==> config.mk <==
export PLATFORM = sky130hd
export DESIGN_NAME = host_master
export DESIGN_NICKNAME = d
export VERILOG_FILES = /design/src/rtl/host_master.sv
export SDC_FILE = /design/constraint.sdc
export NUM_CORES = 1
export LEC_CHECK = 0
export CELL_PAD_IN_SITES_DETAIL_PLACEMENT = 1
export CELL_PAD_IN_SITES_GLOBAL_PLACEMENT = 2
export CORE_MARGIN = 2
export CORE_UTILIZATION = 11
export CTS_CLUSTER_SIZE = 28
export DETAILED_ROUTE_END_ITERATION = 8
export PLACE_DENSITY = 0.87
export RECOVER_POWER = 50
export SYNTH_ARGS = -nofsm -noshare
export SYNTH_HDL_FRONTEND = slang
export SYNTH_SLANG_ARGS = --single-unit
==> constraint.sdc <==
create_clock -name clk -period 1.6 [get_ports clk]
set_clock_uncertainty 0.1 [all_clocks]
set_input_delay 0.24 -clock clk [delete_from_list [all_inputs] [get_ports clk]]
set_output_delay 0.24 -clock clk [all_outputs]
set_load 0.01 [all_outputs]
==> src/rtl/host_master.sv <==
// rtl/host_master.sv - burst bus master turning single commands into granted bus beats
//
// Purpose: accepts a read or write burst command (start address, beat count),
// requests the shared bus, issues one beat per granted cycle and returns read
// data one cycle after each read beat. A one-cycle done pulse closes the burst.
//
// Ports:
//   clk, reset_n           clock, synchronous active-low reset
//   cmd_valid/cmd_ready    command handshake; cmd_wr, cmd_addr, cmd_cnt (beats-1)
//   wd_valid/wd_ready      write data handshake; wd_data
//   rd_valid, rd_data      read beat return (no backpressure)
//   done                   one-cycle burst completion pulse
//   M0_req, M0_wr          bus request and write strobe
//   M0_address, M0_dout    bus address and write data
//   M0_grant               bus grant for the current cycle
//   M_din                  bus read data, one cycle after a granted read beat

module host_master (
    input  logic        clk,
    input  logic        reset_n,
    input  logic        cmd_valid,
    output logic        cmd_ready,
    input  logic        cmd_wr,
    input  logic [7:0]  cmd_addr,
    input  logic [3:0]  cmd_cnt,
    input  logic        wd_valid,
    output logic        wd_ready,
    input  logic [31:0] wd_data,
    output logic        rd_valid,
    output logic [31:0] rd_data,
    output logic        done,
    output logic        M0_req,
    output logic        M0_wr,
    output logic [7:0]  M0_address,
    output logic [31:0] M0_dout,
    input  logic        M0_grant,
    input  logic [31:0] M_din
);

    typedef enum logic [2:0] {
        S_IDLE  = 3'd0,
        S_REQ   = 3'd1,
        S_XFER  = 3'd2,
        S_DRAIN = 3'd3,
        S_DONE  = 3'd4
    } state_t;

    state_t      state_q, state_d;
    logic        wr_q, wr_d;
    logic [7:0]  addr_q, addr_d;
    // Five bits so a 16-beat burst (cmd_cnt = 15) is representable.
    logic [4:0]  beats_q, beats_d;
    logic        rd_pend_q, rd_pend_d;

    logic        active;
    logic        issue;
    logic        last_beat;

    // A beat goes out whenever we own the bus this cycle and, for writes,
    // the data source has a word ready. A write stall is simply "no issue".
    always_comb begin
        active    = (state_q == S_REQ) || (state_q == S_XFER);
        issue     = active && M0_grant && (!wr_q || wd_valid);
        last_beat = issue && (beats_q == 5'd1);
    end

    // State and datapath registers
    always_ff @(posedge clk) begin
        if (!reset_n) begin
            state_q   <= S_IDLE;
            wr_q      <= 1'b0;
            addr_q    <= 8'h00;
            beats_q   <= 5'd0;
            rd_pend_q <= 1'b0;
        end else begin
            state_q   <= state_d;
            wr_q      <= wr_d;
            addr_q    <= addr_d;
            beats_q   <= beats_d;
            rd_pend_q <= rd_pend_d;
        end
    end

    // Next-state and datapath next values
    always_comb begin
        state_d   = state_q;
        wr_d      = wr_q;
        addr_d    = addr_q;
        beats_d   = beats_q;
        rd_pend_d = issue && !wr_q;

        if (issue) begin
            addr_d  = addr_q + 8'd1;
            beats_d = beats_q - 5'd1;
        end

        case (state_q)
            S_IDLE: begin
                if (cmd_valid) begin
                    wr_d    = cmd_wr;
                    addr_d  = cmd_addr;
                    beats_d = {1'b0, cmd_cnt} + 5'd1;
                    state_d = S_REQ;
                end
            end
            S_REQ, S_XFER: begin
                if (last_beat) begin
                    // Reads need one more cycle to present the final beat.
                    state_d = wr_q ? S_DONE : S_DRAIN;
                end else if (M0_grant) begin
                    state_d = S_XFER;
                end else begin
                    // Losing grant keeps address and remaining count intact.
                    state_d = S_REQ;
                end
            end
            S_DRAIN: state_d = S_DONE;
            S_DONE:  state_d = S_IDLE;
            default: state_d = S_IDLE;
        endcase
    end

    // Outputs
    always_comb begin
        cmd_ready  = (state_q == S_IDLE);
        M0_req     = active;
        M0_wr      = issue && wr_q;
        wd_ready   = issue && wr_q;
        M0_dout    = (issue && wr_q) ? wd_data : 32'h0;
        M0_address = addr_q;
        rd_valid   = rd_pend_q;
        rd_data    = rd_pend_q ? M_din : 32'h0;
        done       = (state_q == S_DONE);
    end

endmodule
== After elaboration in Yosys (flattened, before gate mapping) ==
Cells that the tools add are included.

* Register bits: 18
* Logic and storage cells: 38
* Input bits: 82
* Output and inout bits: 78

* Add/subtract/negate cells: 3
* Eq/ne operators: 6
* Reductions and logical operators: 11
* Mux-type cells: 13

{| class="wikitable"
|+ Operator list
! kind !! count
|-
| $mux W32 || 2
|-
| $mux W8 || 3
|-
| $mux W5 || 3
|-
| $mux W3 || 3
|-
| $pmux W3 S3 || 1
|-
| $add A8 B1 Y8 const B || 1
|-
| $eq A3 B2 Y1 const B || 2
|-
| $add A4 B1 Y5 const B || 1
|-
| $eq A5 B1 Y1 const B || 1
|-
| $logic_and A1 B1 Y1 || 5
|-
| $sub A5 B1 Y5 const B || 1
|-
| $eq A3 B1 Y1 const B || 1
|-
| $eq A3 B3 Y1 const B || 1
|-
| $logic_not A3 Y1 || 1
|-
| $logic_or A1 B1 Y1 || 2
|-
| $mux W2 || 1
|-
| $ne A2 B2 Y1 const B || 1
|-
| $reduce_and A2 Y1 || 1
|-
| $reduce_or A2 Y1 || 1
|-
| $logic_not A1 Y1 || 1
|}

== Longest topological paths before layout ==
Gate-level depths: netlist (run 1).

* Word-level depth: 7
* Depth in mapped cells: 5
* Depth with buffers taken out: 5

== Least setup slack after synthesis (run 1) ==
Ideal clock, no wire load.

* Path type: reg2out
* From: register state_q[0]
* To: output port M0_dout[10]
* Path buffers: 1
* Arrival time: 1331 ps
* Setup slack: -71 ps
* Cell stages (with the launch flop): 5
* Cells stage by stage: dfxtp_1 -> xor2_2 -> and4_1 -> clkbuf_1 -> and2_1

* Longest elaborated chain between the ends: 6

{| class="wikitable"
|+ Ends and longest elaborated chain
! element !! RTL line !! source
|-
| from (decl) || 48 || <nowiki>state_t state_q, state_d;</nowiki>
|-
| from (signal assigned) || 76 || <nowiki>state_q <= state_d;</nowiki>
|-
| $eq A3 B1 Y1 / $eq A3 B2 Y1 (equally long branches) || 62 || <nowiki>active = (state_q == S_REQ) || (state_q == S_XFER);</nowiki>
|-
| $logic_or A1 B1 Y1 * || 62 ||
|-
| $logic_and A1 B1 Y1 * (2 in a row) || 63 || <nowiki>issue = active && M0_grant && (!wr_q || wd_valid);</nowiki>
|-
| $logic_and A1 B1 Y1 * || 129 || <nowiki>M0_dout = (issue && wr_q) ? wd_data : 32'h0;</nowiki>
|-
| $mux W32 * || 129 ||
|-
| to (decl) || 35 || <nowiki>output logic [31:0] M0_dout,</nowiki>
|}

Every way passes the cells marked *; elsewhere a longest branch is shown, timed or not.

== Worst setup path in the final report (run 1) ==
* From: register state_q[0]
* To: output port M0_dout[24]

The elaborated chain is that of the path after synthesis.

==> results of run 1 <==
## path summary, 6_finish.rpt
path / slack [ns] / cells past startpoint / endpoint
max: -0.21 / 5 / M0_dout[24]
min: 0.41 / 2 / M0_address[7]
max reg2reg: -0.06 / 5 / M0_address[3]
min reg2reg: 0.41 / 2 / M0_address[7]
## Yosys cell counts, drive strengths merged (2+ instances only)
master,instances
or2,2
nor2b,2
o31ai,2
nand2b,2
a31oi,6
and4,2
o21ai,13
inv,8
ha,4
or3,4
nor3,5
a211oi,2
nor2,7
buf,3
dfxtp,18
xnor2,4
nand2,6
xor2,3
a21oi,5
clkbuf,8
nand4,5
nand3,4
and2,67
## placed cells by master, fill, tap and decap left out, types with 2 or more instances in the layout
cell type	n
inv_1	8
a31oi_1	5
and2_4	28
o31ai_1	2
buf_12	3
dlygate4sd2_1	21
dfxtp_2	3
xor2_1	2
clkdlybuf4s15_1	13
clkbuf_16	3
nor2_1	6
and2_1	39
buf_6	33
buf_2	7
nand4_1	5
dfxtp_1	14
and4_4	2
dlymetal6s2s_1	2
xnor2_1	4
nand3_1	4
a211oi_1	2
nor3_1	4
buf_4	25
ha_1	4
o21ai_0	9
nand2_1	6
nor2b_4	2
a21oi_1	5
clkdlybuf4s15_2	2
clkdlybuf4s50_1	84
or3_1	4
o21ai_1	4
## flip-flops by register name (all words and copies together) (netlist names)
name	count
M0_address	8
beats_q	5
rd_valid	1
state_q	3
wr_q	1
## stage by stage
stage               instances  area (um2)  utilization (%)  power [W]  setup TNS (ns)
CTS                       551        3670             29.0    0.00178           -9.96
detailed placement        537        3420             27.0    0.00125          -32.73
floorplan                 192        1440                -   0.000777               0
finish                    549        3710             29.3    0.00175           -6.09
global route              549        3710             29.3    0.00186           -9.01
global placement          537        3420             27.0    0.00123          -31.24
## what timing repair did
item | 4_1_cts | 5_1_grt
hold endpoints to repair | 0 | 0
gates resized for setup | 261 | 30
setup endpoints to repair | 83 | 53
setup buffers | 8 | 3
cloned | 3 | 0
pin swaps | 16 | 8
## area by class of cell
| type | count | area share, % |
|---|---|---|
| inverter | 8 | 0.810 |
| multi-input combinational | 155 | 29.9 |
| tap | 172 | 5.80 |
| clock buffer | 3 | 2.02 |
| timing repair buffer | 193 | 51.5 |
| sequential | 18 | 9.92 |
## kinds of logic (layout without fill, tap and decap cells)
kind of cell             Yosys count  after routing
AO/OA/AOI/OAI                     33             33
flip-flops                        18             18
multiplexers                       2              2
buffers and inverters             19            204
XOR/XNOR                           7              7
AND/OR/NAND/NOR                  109            109
adder cells (fa/ha/maj)            4              4
## power by group through the flow
stage,clock network [W],logic [W],registers (W)
floorplan,0,0.000220,0.000557
global route,0.000525,0.000784,0.000546
detailed placement,0,0.000703,0.000545
CTS,0.000515,0.000732,0.000537
global placement,0,0.000686,0.000541
finish,0.000499,0.000719,0.000537
## critical path: stages, from the launching register on
cell and delay (ns):
dfxtp_2 0.33, xor2_2 0.19, and4_4 0.30, buf_8 0.14
and2_1 0.15, buf_6 0.11
## per-layer routing
| metal | wire, um | share of wire (%) | up-vias |
|---|---|---|---|
| li1 | - | - | 1016 |
| met1 | 3180 | 41 | 992 |
| met2 | 4070 | 52 | 110 |
| met3 | 562 | 7.2 | 3 |
| met4 | 14 | 0.18 | 0 |
| met5 | 0 | 0 | - |
==> metrics, run 1 <==
Final setup viols=36; GRT Total Usage=10.7%; post-synth net total=278; FF+latch count, synth=18; CTS buffer count=3; clock network power share=28.4%; MaxCap Viol Count=0; Post-Synth XOR/XNOR Area=4.82%; failing checks=negative setup slack; DRC=0; port bufs=159; register area=368 um2; first-pass GRT wire length=12200 um; synth warn=0; Routed Antenna Nets=0; # rows=41; GPL Wtd Cong=0.765; post-synthesis async set-or-reset flop share=0%; Netlist cell types=36; synthesized area=1430 um2; Avg Cell Area, Syn=7.44 um2; dpl ws=-0.756 ns; top-level port count=160; Detailed Place HPWL=6390 um; post-synth top area share=29.3%; post-synthesis mux area share=1.49%; area occupied by multi-input gates=1110 um2; largest net degree at the start of global routing=24; slew margin rel.=82.5%; Max VDD drop=0.000347 V; PwrDens=473 nW/um2; share of cells above drive strength 1=31.8%; Area Growth Syn to Fin=159%; starting density of the core=11.3%; hold slack=0.408 ns; post-synthesis simple-gate area fraction=45.3%; Synth area leader=and2_1; Antenna diodes=0; die height=118 um; DIE AREA=13900 um2; Logic pwr share=41.0%; FF-to-FF Start=state_q[0]; CP startpoint kind=register; CP startpoint=state_q[0]; Final WS setup=-0.210 ns; worst-margin pin slew=0.259 ns; vias in the first global route=2288; Most Crowded Layer GR=met2; FMAX=553 MHz; RSZ-0062 raised after global routing=true; antenna violations before repair=0; Detailed Route Iter0 Violations=40; via count=2121; WS Path Type=register to output port; drt pass-1 iters=3; global-route met3 utilization=3.15%; period utilization=113%; Hold Path Class=register to register; CTS tree=done; crit path time final=1.81 ns; Power Internal=0.00127 W; switching pwr=0.000485 W; die width=118 um; met1 usage=12.3%; Vias/cell=3.86; WL final=7830 um; EDFF count, synth=0; Synth Area in Adders=3.50%; CTS Hold Bufs=0; complex-gate fraction of the synthesized area=14.1%; Root Driver=clkbuf_16; crit path DAT=1.47 ns; Sw Ratio=27.7%; wire per inst=14.3 um; Leakage=1.65 nW; sequential share of power=30.6%; register area share after synthesis=25.2%; Worst Path Max Fanout=12; Overflow after GRT=0; CTS max path bufs=2; main combinational cell family by area after synthesis=simple AND/OR/NAND/NOR gates; ranking of synthesized cells by area=and2_1, dfxtp_1, o21ai_0, ha_1, a31oi_1; Fill cells=1511; final hold viol count=0; status=finished, violations left; top_reg_cell synth=dfxtp_1; WP data required=1.26 ns; clock sink count=18; Final nets=465; hold_sp=M0_address[7]; CP Capture Type=output port; M2 GR Usage=20.3%; fin. max-slew vios=0; clk_lat worst skew=0.25 ns; H-tree depth=1; Post-Synthesis Cells=192; core box area=12700 um2; Worst-path clk slew=0.05 ns
(Power assumes the default switching activity.)
==> inputs of run 2 (changes only) <==
- SLEW_MARGIN: unset -> 20
==> results of run 2 <==
No change in the layout: final DEF, timing and power equal those of run 1.
